**src/rtl/regfile_wb_arbiter_if.sv**
```systemverilog
// Writeback handshake bundle between the two writeback sources, the load-issue
// notification and the register-file write-port arbiter.
interface regfile_wb_arbiter_if #(
   parameter int DATA_W = 32
);
   logic              wb0_valid;
   logic              wb0_ready;
   logic [4:0]        wb0_addr;
   logic [DATA_W-1:0] wb0_data;

   logic              wb1_valid;
   logic              wb1_ready;
   logic [4:0]        wb1_addr;
   logic [DATA_W-1:0] wb1_data;

   logic              iss_valid;
   logic [4:0]        iss_addr;

   modport master (
      output wb0_valid, wb0_addr, wb0_data,
      output wb1_valid, wb1_addr, wb1_data,
      output iss_valid, iss_addr,
      input  wb0_ready, wb1_ready
   );

   modport slave (
      input  wb0_valid, wb0_addr, wb0_data,
      input  wb1_valid, wb1_addr, wb1_data,
      input  iss_valid, iss_addr,
      output wb0_ready, wb1_ready
   );
endinterface

```
**src/rtl/regfile_wb_arbiter.sv**
```systemverilog
// Register-file write-port arbiter: pipeline writeback has priority, load returns get a
// starvation guard, the write port is registered, and a scoreboard tracks pending loads.
module regfile_wb_arbiter #(
   parameter int DATA_W       = 32,
   parameter int STARVE_LIMIT = 4
) (
   input  logic                clk,
   input  logic                reset,
   regfile_wb_arbiter_if.slave wb,
   output logic                RegWrite,
   output logic [4:0]          WriteRegAddr,
   output logic [DATA_W-1:0]   WriteData,
   output logic [31:0]         pending
);
   localparam logic [3:0] LIMIT = 4'(STARVE_LIMIT);

   typedef struct packed {
      logic              we;
      logic [4:0]        addr;
      logic [DATA_W-1:0] data;
   } wr_t;

   logic [3:0]  starve_cnt;
   logic        forced;
   logic        ready0;
   logic        ready1;
   logic        xfer0;
   logic        xfer1;
   wr_t         wr_q;
   wr_t         wr_d;
   logic [31:0] pend_q;
   logic [31:0] pend_d;

   assign forced = (starve_cnt == LIMIT);

   // NOTE: every signal written in a combinational block gets a default first, so no latch is inferred.
   always_comb begin
      ready0 = 1'b1;
      ready1 = !wb.wb0_valid;
      if (forced) begin
         ready1 = 1'b1;
         ready0 = !wb.wb1_valid;
      end
   end

   assign wb.wb0_ready = ready0;
   assign wb.wb1_ready = ready1;
   assign xfer0        = wb.wb0_valid && ready0;
   assign xfer1        = wb.wb1_valid && ready1;

   // Counts consecutive cycles a valid load return was refused.
   // NOTE: state registers use <= so every flop samples pre-edge values; combinational logic uses =.
   always_ff @(posedge clk or negedge reset) begin
      if (!reset) begin
         starve_cnt <= '0;
      end else if (!wb.wb1_valid || xfer1) begin
         starve_cnt <= '0;
      end else if (starve_cnt != LIMIT) begin
         starve_cnt <= starve_cnt + 4'd1;
      end
   end

   // Writes to x0 complete the handshake but never raise the write enable.
   always_comb begin
      wr_d    = wr_q;
      wr_d.we = 1'b0;
      if (xfer1) begin
         wr_d = '{we: (wb.wb1_addr != 5'd0), addr: wb.wb1_addr, data: wb.wb1_data};
      end else if (xfer0) begin
         wr_d = '{we: (wb.wb0_addr != 5'd0), addr: wb.wb0_addr, data: wb.wb0_data};
      end
   end

   always_ff @(posedge clk or negedge reset) begin
      if (!reset) begin
         wr_q <= '0;
      end else begin
         wr_q <= wr_d;
      end
   end

   // Clear is applied before set, so a reissue to the returning register stays pending.
   always_comb begin
      pend_d = pend_q;
      if (xfer1) begin
         pend_d[wb.wb1_addr] = 1'b0;
      end
      if (wb.iss_valid) begin
         pend_d[wb.iss_addr] = 1'b1;
      end
      pend_d[0] = 1'b0;
   end

   // NOTE: the scoreboard is a flop array, not a RAM, and must clear on reset or stale bits stall readers forever.
   always_ff @(posedge clk or negedge reset) begin
      if (!reset) begin
         pend_q <= '0;
      end else begin
         pend_q <= pend_d;
      end
   end

   assign RegWrite     = wr_q.we;
   assign WriteRegAddr = wr_q.addr;
   assign WriteData    = wr_q.data;
   assign pending      = pend_q;
endmodule

```
**src/flat_wrapper.sv**
```systemverilog
// flat-port wrapper written by rule: the top's interface ports become plain ports
module regfile_wb_arbiter_flat 
#(
   parameter int DATA_W       = 32,
   parameter int STARVE_LIMIT = 4
)
  (clk, reset, RegWrite, WriteRegAddr, WriteData, pending, wb_wb0_valid, wb_wb0_addr, wb_wb0_data, wb_wb1_valid, wb_wb1_addr, wb_wb1_data, wb_iss_valid, wb_iss_addr, wb_wb0_ready, wb_wb1_ready);
  regfile_wb_arbiter_if #(.DATA_W(DATA_W)) wb_i ();
  input  logic clk;
  input  logic reset;
  output logic RegWrite;
  output logic [4:0] WriteRegAddr;
  output logic [DATA_W-1:0] WriteData;
  output logic [31:0] pending;
  input wire logic [$bits(wb_i.wb0_valid)-1:0] wb_wb0_valid;
  input wire logic [$bits(wb_i.wb0_addr)-1:0] wb_wb0_addr;
  input wire logic [$bits(wb_i.wb0_data)-1:0] wb_wb0_data;
  input wire logic [$bits(wb_i.wb1_valid)-1:0] wb_wb1_valid;
  input wire logic [$bits(wb_i.wb1_addr)-1:0] wb_wb1_addr;
  input wire logic [$bits(wb_i.wb1_data)-1:0] wb_wb1_data;
  input wire logic [$bits(wb_i.iss_valid)-1:0] wb_iss_valid;
  input wire logic [$bits(wb_i.iss_addr)-1:0] wb_iss_addr;
  output wire logic [$bits(wb_i.wb0_ready)-1:0] wb_wb0_ready;
  output wire logic [$bits(wb_i.wb1_ready)-1:0] wb_wb1_ready;
  assign wb_i.wb0_valid = wb_wb0_valid;
  assign wb_i.wb0_addr = wb_wb0_addr;
  assign wb_i.wb0_data = wb_wb0_data;
  assign wb_i.wb1_valid = wb_wb1_valid;
  assign wb_i.wb1_addr = wb_wb1_addr;
  assign wb_i.wb1_data = wb_wb1_data;
  assign wb_i.iss_valid = wb_iss_valid;
  assign wb_i.iss_addr = wb_iss_addr;
  assign wb_wb0_ready = wb_i.wb0_ready;
  assign wb_wb1_ready = wb_i.wb1_ready;
  regfile_wb_arbiter #(.DATA_W(DATA_W), .STARVE_LIMIT(STARVE_LIMIT)) u_core (.clk(clk), .reset(reset), .wb(wb_i), .RegWrite(RegWrite), .WriteRegAddr(WriteRegAddr), .WriteData(WriteData), .pending(pending));
endmodule
```
**config.mk**
```make
export PLATFORM = sky130hd
export DESIGN_NAME = regfile_wb_arbiter_flat
export DESIGN_NICKNAME = d
export VERILOG_FILES = /design/src/rtl/regfile_wb_arbiter_if.sv /design/src/rtl/regfile_wb_arbiter.sv /design/src/flat_wrapper.sv
export SDC_FILE = /design/constraint.sdc
export NUM_CORES = 1
export LEC_CHECK = 0
export CORE_MARGIN = 10
export CORE_UTILIZATION = 38
export CTS_CLUSTER_DIAMETER = 30
export DETAILED_ROUTE_END_ITERATION = 8
export PLACE_DENSITY = 0.77
export SLEW_MARGIN = 20
export SYNTH_ARGS = -nofsm -noshare
export SYNTH_HDL_FRONTEND = slang
export SYNTH_SLANG_ARGS = --single-unit
```
**constraint.sdc**
```tcl
create_clock -name clk -period 1.55 [get_ports clk]
set_input_delay 0.31 -clock clk [delete_from_list [all_inputs] [get_ports clk]]
set_output_delay 0.31 -clock clk [all_outputs]
set_load 0.01 [all_outputs]
```
# Yosys cells after proc, flatten, opt, wreduce, memory -nomap -nowiden
# Cells that the tools add are included.
# totals
wordCells,38
latch_bits,0
romBits,0
ram_bits,0
output_inout_bits,72
register_bits,73
memories,0
in_bits,84
# op_classes
n_reduce_logical,11
div_mod_pow,0
n_lt_le_gt_ge,4
n_eq_ne,2
addsub,1
bitwise,3
muxes,12
n_mul,0
shifts,0
# ops
operator,n
two-way mux 38 bit,2
two-way mux 32 bit,2
AND 32 bit,1
inverter 32 bit,1
bitwise OR 32 bit,1
"less-than comparator 5 x 6 -> 1 bit, second input constant",2
demux 1 bit (select 5 bit),2
">= comparator 5 x 1 -> 1 bit, second input constant",2
nonzero test 5 bit,2
two-way mux 4 bit,2
"adder 4 x 1 -> 4 bit, second input constant",1
"equality test 4 x 3 -> 1 bit, second input constant",1
logical AND 1 bit,4
two-way mux 1 bit,4
"inequality test 4 x 3 -> 1 bit, second input constant",1
nonzero test 2 bit,2
zero test 1 bit,2
logical OR 1 bit,1

# Depth between registers and ports, before layout
# depth
word_depth,9
ltp_mapped,7
ltp_nobuf,5

# Worst setup path after synthesis
# No wires, ideal clock.
# synth_path
kind,register to register
startpoint,reg u_core.starve_cnt[0]
endpoint,reg u_core.wr_q (netlist bit u_core.WriteData[12])
setup_time_ns,0.126
stages_incl_launch_ff,8
arrival_time_ns,1.488
setup_slack_ns,-0.064
required_ns,1.424
n_path_buf,2
synth_period_minus_slack_ns,1.614
path_cell_list,dfrtp_1 inv_1 ha_1 nand4b_2 and2_4 buf_6 buf_6 a221o_1
# synth_via
elab_chain_cells,4
elab_cells_between_ends,7
classes_between,1 x eq/ne; 3 x mux; 3 x reduce/logical
# synth_rtl
item,line,text
from (decl),regfile_wb_arbiter.sv:23,logic [3:0] starve_cnt;
from (signal assigned),regfile_wb_arbiter.sv:59,starve_cnt <= starve_cnt + 4'd1;
equality test 4 x 3 -> 1 bit,regfile_wb_arbiter.sv:34,assign forced = (starve_cnt == LIMIT);
two-way mux 1 bit,regfile_wb_arbiter.sv:40,if (forced) begin
net wb_wb0_ready,flat_wrapper.sv:23,output wire logic [$bits(wb_i.wb0_ready)-1:0] wb_wb0_ready;
logical AND 1 bit,regfile_wb_arbiter.sv:48,assign xfer0 = wb.wb0_valid && ready0;
nonzero test 2 bit (no line),--,
to (signal assigned),regfile_wb_arbiter.sv:78,wr_q <= wr_d;
to (decl),regfile_wb_arbiter.sv:29,wr_t wr_q;
# The timed path passes the listed nets, and every way through them passes these cells.
# A chain may end at the register's enable or synchronous reset.

# Worst setup path after layout
# layout_path
startpoint,reg u_core.starve_cnt[1]
endpoint,reg u_core.wr_q (netlist bit u_core.WriteRegAddr[4])
# layout_via
elab_chain_cells,4
elab_cells_between_ends,7
classes_between,1 x eq/ne; 3 x mux; 3 x reduce/logical
# layout_rtl
item,line
equality test 4 x 3 -> 1 bit *,regfile_wb_arbiter.sv:34
two-way mux 1 bit,regfile_wb_arbiter.sv:40
"logical AND 1 bit, on equally long branches","regfile_wb_arbiter.sv:49, regfile_wb_arbiter.sv:48"
two-way mux 38 bit / nonzero test 2 bit (equally long branches),--
# Mark *: on every way between the ends. The rest lies on a longest branch, timed or not.

==> impl_metrics.ini <==
[outcome]
status = complete, but fails checks
violations = negative setup slack

[route]
drtPass1Iterations = 4
drc = 0
drtIter0Drc = 158
routed_wl_um = 12400
vias = 3301
ant_nets = 0
wl_per_cell_um = 20.4
vias_per_cell = 5.44

[logic_synthesis]
ys_seq_area_frac = 0.530
synth_cells = 312
ys_ff_latch = 73
ys_async_sr_fraction = 1.00
yosys_warnings = 0
synth_edf_count = 0
syn_avg_cell_area_sq_um = 11.1
synth-main-ff-cell = dfrtp_1
synth_area_sq_mm = 0.00345
syn-num-nets = 398
ys_types = 31

[grt]
track_usage = 0.175
grt_max_degree = 39
grt_pass1_wl_um = 18500
grt_pass1_vias = 3558
grt.overflow.total = 0
antenna_found_initial = 0

[timing]
clock.fmax_mhz = 618
worst_hold_slack_ns = 0.422
finalSetupViolCount = 39
fin_ws_ns = -0.0681
slew_violations = 0
period_needed_ns = 1.62
hold_viol = 0
rsz0062_at_grt = true
clock_skew_ns = 0.00841
fin_crit_sh = 1.04

[layout]
final_nets = 580
final_cells = 607
seqCellArea_sq_mm = 0.00183
area_growth_pct = 63.7
drive_gt1_frac = 0.170
multi_input_comb_area_sq_mm = 0.00147
fillers = 722
diodes = 0

[power_and_ir_drop]
power_leakage_nw = 2.54
vdd_drop_max_mv = 0.529
design_power_total_mw = 5.57
p_per_area_mw_per_mm2 = 987

[cts]
cts_made_buffers = 9
numClockSinks = 73
clkTransAtPathRegs_ns = 0.08
clk_path_buf_depth = 2
clockRootBuffer = clkbuf_8
cts_tree = built
clock_latency_ns = 0.35
htreeDepth = 3

[placed_design]
port_buffers = 154
routabilityCongestion = 0.823
place_ws_ns = -0.412
dp.final_hpwl_um = 9230
post-place-cells = 589

[floorplan]
core_sq_mm = 0.00876
die_w_um = 115
die_area_sq_mm = 0.0133
rows = 34
start_util = 0.394
die_h_um = 115
ios = 156

[worst_setup_path]
worst-path-max-fanout = 38
cp-start-kind = flop
critical_path_required_ns = 1.78
worstPathArrival_ns = 1.85
path_class = flop to flop
worst_setup_path_end_kind = flop

[min_path]
hold_path.class = input port to async pin

[run]
cap_violations = 0
## flip-flops by register name, summed over array words and instances (netlist names)
register / cells
u_core.starve_cnt: 4
u_core.pending: 31
u_core.WriteData: 32
u_core.WriteRegAddr: 5
u_core.RegWrite: 1
## worst max-delay path, stage by stage (launching register included)
cell and delay [ns]:
dfrtp_1 0.40, inv_2 0.07, ha_4 0.15, buf_6 0.10, nand4b_4 0.09, and2_4 0.30, a221o_2 0.38
## Yosys cell counts (2+ instances only)
cell type	count	area share
or3b_2	6	0.015
o22ai_1	31	0.056
ha_1	2	0.0073
a221o_1	36	0.10
nand3_1	6	0.0087
nor2_1	7	0.0076
clkbuf_1	10	0.011
dfrtp_1	73	0.53
nand3b_1	10	0.022
buf_6	4	0.013
or3_1	2	0.0036
inv_1	34	0.037
buf_4	2	0.0044
and2_1	37	0.067
buf_1	2	0.0022
nand2_1	3	0.0033
buf_2	3	0.0044
a211oi_1	31	0.067
## layout by cell type, fill, tap and decap left out, drive strengths merged
| cell type | n |
|---|---|
| buf | 41 |
| dfrtp | 73 |
| nand2 | 3 |
| nor2 | 7 |
| clkdlybuf4s50 | 79 |
| ha | 2 |
| dlymetal6s2s | 5 |
| xor2 | 1 |
| o22ai | 31 |
| and2 | 38 |
| or3 | 3 |
| xnor2 | 1 |
| clkbuf | 9 |
| a22o | 1 |
| dlygate4sd3 | 1 |
| nand4b | 1 |
| a211oi | 31 |
| conb | 1 |
| a221o | 37 |
| nand3 | 6 |
| bufinv | 4 |
| a21boi | 1 |
| clkinv | 3 |
| inv | 34 |
| nor3 | 1 |
| nand3b | 11 |
| or3b | 7 |
| dlygate4sd2 | 67 |
## stage by stage
step	setup TNS (ns)	instance area (sq um)	utilization
2_1_floorplan	0	3480	-
3_3_place_gp	-18.68	5360	0.612
3_5_place_dp	-20.58	5360	0.612
4_1_cts	-1.17	5570	0.636
5_1_grt	-4.01	5650	0.644
6_report	-0.770	5650	0.644
## final timing paths
path / cells after the start / end / start / slack (ns)
max in group asynchronous: 3 / u_core.WriteData[19]$_DFFE_PN0P_ / reset / 0.57
worst max register to register: 6 / u_core.WriteRegAddr[4]$_DFFE_PN0P_ / u_core.starve_cnt[1]$_DFFE_PN0P_ / -0.07
worst max-delay path: 6 / u_core.WriteRegAddr[4]$_DFFE_PN0P_ / u_core.starve_cnt[1]$_DFFE_PN0P_ / -0.07
worst min-delay path: 2 / u_core.pending[21]$_DFF_PN0_ / reset / 0.42
worst min register to register: 2 / u_core.pending[22]$_DFF_PN0_ / u_core.pending[22]$_DFF_PN0_ / 0.52
min in group clk: 3 / u_core.WriteRegAddr[3]$_DFFE_PN0P_ / wb_wb1_addr[3] / 0.51
## cell families (layout without fill, tap and decap cells)
logic type	count (synthesis)	in the layout	share of synthesized area
buf+inv	56	243	0.0762
simple gates	77	77	0.145
xor+xnor	2	2	0.00508
fa+ha+maj	2	2	0.00725
other cells	1	1	0.00109
flops	73	73	0.530
compound gates	101	101	0.236
## area by class of cell
class,instances,area share
tap,108,0.0239
multi-input combinational,183,0.260
inverter,34,0.0226
clock inverter,7,0.0253
sequential,73,0.324
timing repair buffer,193,0.323
clock buffer,9,0.0219
## report_power, final
part / switching, mW / total (mW) / leakage [nW] / internal (mW)
registers: 0.131 / 2.28 / 0.829 / 2.15
clock network: 0.765 / 2.00 / 0.133 / 1.24
logic: 0.601 / 1.29 / 1.58 / 0.691
total: 1.50 / 5.57 / 2.54 / 4.07
## routing by layer
metal,track usage,vias to the layer above,part of all wire
li1,-,1528,-
met1,0.200,1607,0.38
met2,0.301,144,0.52
met3,0.0464,22,0.071
met4,0.0743,0,0.025
met5,0,-,0
## repair_timing
| item | 4_1_cts | 5_1_grt |
|---|---|---|
| resized for setup | 80 | 18 |
| endpoints found under the setup margin | 111 | 58 |
| setup buffers | 1 | 0 |
| endpoints found under the hold margin | 26 | 0 |
| pin swaps | 0 | 1 |
| hold buffers | 1 | 0 |
(Power assumes the default switching activity.)
